## src/rtl/core_pkg.sv

```systemverilog
// core_pkg
// Shared types and constants for the core_s front end.
//   ifu_state_e      : fetch FSM states (request, wait for response, hold for decode)
//   RESET_PC_DEFAULT : address of the first instruction fetched after reset
//   INSTR_W          : instruction word width
package core_pkg;

    typedef enum logic [1:0] {
        IFU_REQ  = 2'd0,
        IFU_WAIT = 2'd1,
        IFU_HOLD = 2'd2
    } ifu_state_e;

    localparam logic [31:0] RESET_PC_DEFAULT = 32'h8000_0000;
    localparam int          INSTR_W          = 32;

endpackage

```

## src/rtl/ifu.sv

```systemverilog
// ifu
// Instruction fetch unit for core_s. Keeps the next fetch PC, issues one
// instruction-bus read at a time and presents the returned word with its PC
// to decode. A redirect from EX (taken branch / jal / jalr) replaces the PC
// and flushes any wrong-path fetch, whether still on the bus or already
// presented to decode.
//
// Ports
//   clk, rst_b                   : core clock, asynchronous active-low reset
//   ex_redirect_valid/_pc        : redirect request and target (low 2 bits ignored)
//   ibus_req_valid/_ready/_addr  : fetch request handshake, word-aligned address
//   ibus_rsp_valid/_data         : in-order read response, one per accepted request
//   if_valid/_ready/_pc/_instr   : instruction handshake towards decode
module ifu
    import core_pkg::*;
#(
    parameter int              XLEN     = 32,
    parameter logic [XLEN-1:0] RESET_PC = XLEN'(RESET_PC_DEFAULT)
) (
    input  logic               clk,
    input  logic               rst_b,
    input  logic               ex_redirect_valid,
    input  logic [XLEN-1:0]    ex_redirect_pc,
    output logic               ibus_req_valid,
    input  logic               ibus_req_ready,
    output logic [XLEN-1:0]    ibus_req_addr,
    input  logic               ibus_rsp_valid,
    input  logic [INSTR_W-1:0] ibus_rsp_data,
    output logic               if_valid,
    input  logic               if_ready,
    output logic [XLEN-1:0]    if_pc,
    output logic [INSTR_W-1:0] if_instr
);

    ifu_state_e         r_state;
    logic [XLEN-1:0]    r_pc;
    logic [XLEN-1:0]    r_req_pc;
    logic               r_kill;
    logic               r_if_valid;
    logic [XLEN-1:0]    r_if_pc;
    logic [INSTR_W-1:0] r_if_instr;

    logic               w_req_fire;
    logic [XLEN-1:0]    w_redirect_pc;

    // The request is a pure function of state, so it never depends
    // combinationally on if_ready or ibus_rsp_valid. Gating with rst_b keeps
    // the bus quiet while reset is held even though the state is already REQ.
    assign ibus_req_valid = rst_b && (r_state == IFU_REQ);
    assign ibus_req_addr  = r_pc;
    assign w_req_fire     = ibus_req_valid && ibus_req_ready;

    // Redirect targets are forced to a word boundary; misalignment is not
    // trapped here.
    assign w_redirect_pc  = ex_redirect_pc & ~XLEN'(3);

    assign if_valid = r_if_valid;
    assign if_pc    = r_if_pc;
    assign if_instr = r_if_instr;

    // Fetch FSM. A redirect overrides the normal transition in every state.
    // r_kill marks the single outstanding request as wrong-path so that its
    // response is swallowed instead of being presented to decode.
    always_ff @(posedge clk or negedge rst_b) begin
        if (!rst_b) begin
            r_state    <= IFU_REQ;
            r_pc       <= RESET_PC;
            r_req_pc   <= RESET_PC;
            r_kill     <= 1'b0;
            r_if_valid <= 1'b0;
            r_if_pc    <= '0;
            r_if_instr <= '0;
        end else if (ex_redirect_valid) begin
            r_pc <= w_redirect_pc;
            case (r_state)
                IFU_REQ: begin
                    if (w_req_fire) begin
                        r_state <= IFU_WAIT;
                        r_kill  <= 1'b1;
                    end
                end
                IFU_WAIT: begin
                    if (ibus_rsp_valid) begin
                        r_state <= IFU_REQ;
                        r_kill  <= 1'b0;
                    end else begin
                        r_kill  <= 1'b1;
                    end
                end
                IFU_HOLD: begin
                    // Decode flushes its own copy, so the handshake is dropped
                    // even when if_ready is high this cycle.
                    r_state    <= IFU_REQ;
                    r_if_valid <= 1'b0;
                end
                default: begin
                    r_state <= IFU_REQ;
                    r_kill  <= 1'b0;
                end
            endcase
        end else begin
            case (r_state)
                IFU_REQ: begin
                    if (w_req_fire) begin
                        r_state  <= IFU_WAIT;
                        r_req_pc <= r_pc;
                        r_pc     <= r_pc + XLEN'(4);
                    end
                end
                IFU_WAIT: begin
                    if (ibus_rsp_valid) begin
                        if (r_kill) begin
                            r_state <= IFU_REQ;
                            r_kill  <= 1'b0;
                        end else begin
                            r_state    <= IFU_HOLD;
                            r_if_valid <= 1'b1;
                            r_if_pc    <= r_req_pc;
                            r_if_instr <= ibus_rsp_data;
                        end
                    end
                end
                IFU_HOLD: begin
                    if (if_ready) begin
                        r_state    <= IFU_REQ;
                        r_if_valid <= 1'b0;
                    end
                end
                default: begin
                    r_state <= IFU_REQ;
                    r_kill  <= 1'b0;
                end
            endcase
        end
    end

    // Only one request is ever outstanding, so a response outside WAIT is a
    // bus protocol violation. The FSM ignores it; this flags it in simulation.
    rspOnlyInWait: assert property (@(posedge clk) disable iff (!rst_b)
        ibus_rsp_valid |-> (r_state == IFU_WAIT));

endmodule

```

## config.mk

```make
export PLATFORM = sky130hd
export DESIGN_NAME = ifu
export DESIGN_NICKNAME = d
export VERILOG_FILES = /design/src/rtl/core_pkg.sv /design/src/rtl/ifu.sv
export SDC_FILE = /design/constraint.sdc
export NUM_CORES = 1
export LEC_CHECK = 0
export ABC_AREA = 1
export BUFFER_PORTS_ARGS = -buffer_cell sky130_fd_sc_hd__buf_2
export CAP_MARGIN = 20
export CELL_PAD_IN_SITES_DETAIL_PLACEMENT = 1
export CELL_PAD_IN_SITES_GLOBAL_PLACEMENT = 1
export CORE_ASPECT_RATIO = 2
export CORE_UTILIZATION = 35
export CTS_BUF_LIST = sky130_fd_sc_hd__clkbuf_16
export CTS_CLUSTER_SIZE = 16
export DETAILED_ROUTE_END_ITERATION = 6
export PLACE_DENSITY = 0.79
export SYNTH_ARGS = -nofsm -noshare
export SYNTH_HDL_FRONTEND = slang
export SYNTH_SLANG_ARGS = --single-unit
```

## constraint.sdc

```tcl
create_clock -name clk -period 1.49 [get_ports clk]
set_input_delay 0 -clock clk [delete_from_list [all_inputs] [get_ports clk]]
set_output_delay 0 -clock clk [all_outputs]
set_load 0.01 [all_outputs]
```

==> impl_metrics.py <==
metrics = {
    "status": {
        "outcome": "finished with violations",
        "violations": "setup timing",
    },
    "clocking": {
        "htreeDepth": 4,
        "clock-root-buffer": "clkbuf_16",
        "clock_latency_ns": 0.44,
        "clk_pin_slew_worst_paths_ns": 0.06,
        "clockBufferDepth": 2,
        "cts.sinks": 126,
        "cts_buffers": 17,
        "cts_tree": "built",
    },
    "yosys": {
        "postSynthCellCount": 639,
        "synth-simple-area-share": 0.2115,
        "ys_warn_count": 0,
        "syn_area_per_cell_sq_um": 9.138,
        "yosysSeqAreaShare": 0.5404,
        "muxShareOfSynthArea": 0.07778,
        "synth_top_family_by_area": "simple AND/OR/NAND/NOR gates",
        "synth_seq_cells": 126,
        "synthDistinctLibCells": 34,
        "synthAdderAreaFrac": 0.008571,
        "syn_area_sq_um": 5839,
        "synth-xor-area-share": 0.004500,
        "synth-compound-area-share": 0.08228,
    },
    "critical_path": {
        "cp_max_fo": 8,
        "r2r-end": "ibus_req_addr[17]$_DFFE_PN0P_",
        "rrSetupSlack_ns": -0.27,
        "path_class": "reg2reg",
        "r2r_cells": 12,
        "reg2reg_from": "r_state[0]$_DFFE_PN0P_",
        "required_ns": 1.80,
        "arrival_ns": 2.08,
        "worstSetupStartpointType": "flop",
        "end_kind": "flop",
    },
    "placed_design": {
        "io_buffers": 161,
        "dpl_worst_slack_ns": -0.2275,
        "hpwlAfterDp_mm": 13.79,
        "routabilityCongestion": 0.8488,
        "post_dp_cell_area_sq_um": 7388,
    },
    "finish": {
        "fin_nets": 1041,
        "final_common_cell": "buf_2",
        "antenna_cells": 0,
        "area_delta_synth_final_pct": 73.04,
        "drive_gt1_frac": 0.5041,
        "fin_util": 0.6211,
        "final_cell_mix": "buf_2 (159), dfrtp_1 (122), nand2_1 (92), dlygate4sd3_1 (64), inv_1 (61)",
        "final_cell_area_sq_um": 10100,
        "fill_cells": 1739,
    },
    "hold_path": {
        "min-delay-start": "ex_redirect_valid",
        "hold_path.class": "in2reg",
        "whs_endpoint": "if_valid$_DFFE_PN0P_",
        "worstHoldPathCells": 3,
    },
    "sta": {
        "rsz0062_at_grt": "true",
        "hold_ws_ns": 0.03156,
        "worst_pin_slew_ns": 0.7055,
        "clock_skew_ns": 0.01601,
        "hold_viol_final": 0,
        "timing.final.ws_setup_ns": -0.2721,
        "setup_viol": 120,
        "maxSlewHeadroom": 0.5297,
        "period_share": 1.183,
        "fmax_mhz": 567.5,
        "final-max-slew-violation-count": 0,
        "period_needed_ns": 1.762,
    },
    "power_and_ir_drop": {
        "internal-power_mw": 10.92,
        "p_total_mw": 17.39,
        "p_per_area_nw_per_um2": 1720,
        "ir_drop_mv": 1.231,
        "switching_power_mw": 6.464,
        "pwr-share-comb": 0.392,
        "pwr-share-seq": 0.336,
        "clkPwrFrac": 0.272,
        "swShare": 0.3718,
        "p_leak_nw": 4.896,
    },
    "grt": {
        "grtUsageTotal": 0.2508,
        "grt_pass1_wl_mm": 32.63,
        "gr-total-overflow": 0,
        "grt_pass1_vias": 6289,
        "antenna_found_initial": 0,
        "grt_max_degree": 127,
    },
    "flow_run": {
        "maxCapViolCount": 0,
    },
    "routing": {
        "first_iter_violations": 372,
        "drc": 0,
        "wl_per_cell_microns": 24.09,
        "antenna_left": 0,
        "vias": 6422,
        "drt_wl_total_mm": 28.53,
        "drt_first_pass_iters": 5,
        "vias_per_cell": 5.424,
    },
    "floorplan": {
        "start_util": 0.3589,
        "die_y_microns": 184.7,
        "core_area_sq_um": 16270,
        "io_pins": 168,
        "die_width_microns": 93.34,
        "dieArea_sq_um": 17240,
        "rows": 66,
    },
}
cell families after synthesis:
family,count (synthesis)
AND/OR/NAND/NOR,276
multiplexers,39
buffers and inverters,100
other,1
flip-flops,126
AO/OA/AOI/OAI,90
adder cells (fa/ha/maj),4
XOR/XNOR,3
power by group through the flow:
stage	registers (mW)	logic, mW	clock network, mW
after floorplan	5.94	1.95	0
after global placement	5.49	4.52	0
after detailed placement	5.57	4.69	0
after CTS	5.52	5.11	4.64
after global routing	5.95	7.24	4.88
final	5.85	6.81	4.73
synth_stat cells:
cell type	n	share of area
nand2_1	141	0.091
dfrtp_1	124	0.53
inv_1	68	0.044
o21ai_0	60	0.051
nor2_1	53	0.034
nand3_1	38	0.033
mux2_2	35	0.067
a21oi_1	16	0.014
nand4_1	15	0.016
buf_2	11	0.0094
clkbuf_1	8	0.0051
o211ai_1	7	0.0090
buf_4	6	0.0077
nor2_2	6	0.0064
nand3b_1	5	0.0064
nor2_4	5	0.0096
ha_1	4	0.0086
mux2_4	4	0.010
nand3_2	4	0.0069
nor3_1	4	0.0034
buf_6	3	0.0058
inv_2	3	0.0019
nand2_2	3	0.0032
a31oi_1	2	0.0021
dfstp_2	2	0.0090
o21a_1	2	0.0026
o21bai_1	2	0.0026
xor2_1	2	0.0030
clkinv_1	1	0.00064
conb_1	1	0.00064
o21ai_1	1	0.00086
or2_0	1	0.0011
or2_2	1	0.0011
xnor2_1	1	0.0015
registers in the layout, indices dropped and copies added (netlist names):
register,cells
ibus_req_addr,30
if_instr,32
if_pc,30
if_valid,1
r_kill,1
r_req_pc,30
r_state,2
worst max-delay path: stages, from the launching register on:
cell and delay (ns):
dfrtp_1 0.40, inv_2 0.09, ha_4 0.16, nand2_4 0.07, buf_6 0.12, inv_4 0.06, nand2_4 0.07, nand2_8 0.10
buf_12 0.11, clkbuf_16 0.16, o21ai_2 0.06, nor2_1 0.15, nand2_1 0.09
metrics by stage:
stage / TNS (ns) / cells
after floorplan: -0.1032 / 642
after global placement: -6.198 / 1049
after detailed placement: -12.94 / 1049
after CTS: -10.29 / 1155
after global routing: -25.66 / 1184
final: -19.50 / 1184
timing repair:
| action | in CTS | in global routing |
|---|---|---|
| setup buffers | 8 | 16 |
| pin swaps | 5 | 48 |
| resized for setup | 46 | 226 |
| hold buffers | 64 | 0 |
| endpoints found under the hold margin | 187 | 0 |
| gates cloned | 2 | 15 |
| setup endpoints to repair | 121 | 125 |
final cells by class:
cell class / count / area [sq um] / share of cell area
tap: 204 / 255.2 / 0.02526
clock buffer: 17 / 425.4 / 0.04210
multi-input combinational: 416 / 2894 / 0.2864
timing repair buffer: 334 / 2867 / 0.2837
clock inverter: 15 / 219.0 / 0.02167
sequential: 126 / 3158 / 0.3125
inverter: 72 / 286.5 / 0.02836
per-layer routing:
layer / routed length [microns] / vias up / GRT usage
li1: - / 2736 / -
met1: 9415 / 3210 / 0.2529
met2: 15510 / 338 / 0.4694
met3: 1527 / 138 / 0.04414
met5: 0 / - / 0
met4: 2074 / 0 / 0.1465
worst max-delay path by stage:
stage	startpoint	endpoint	slack, ns	cells past startpoint
floorplan	r_state[1]$_DFFE_PN0P_	if_pc[13]$_DFFE_PN0P_	-0.02	8
global placement	r_state[1]$_DFFE_PN0P_	ibus_req_addr[7]$_DFFE_PN0P_	-0.15	11
detailed placement	r_state[1]$_DFFE_PN0P_	ibus_req_addr[8]$_DFFE_PN0P_	-0.23	11
CTS	r_state[1]$_DFFE_PN0P_	ibus_req_addr[31]$_DFFE_PN1P_	-0.19	13
global route	ibus_req_addr[2]$_DFFE_PN0P_	ibus_req_addr[17]$_DFFE_PN0P_	-0.35	8
finish	r_state[0]$_DFFE_PN0P_	ibus_req_addr[17]$_DFFE_PN0P_	-0.27	12
Power figures use the tool's default switching activity.
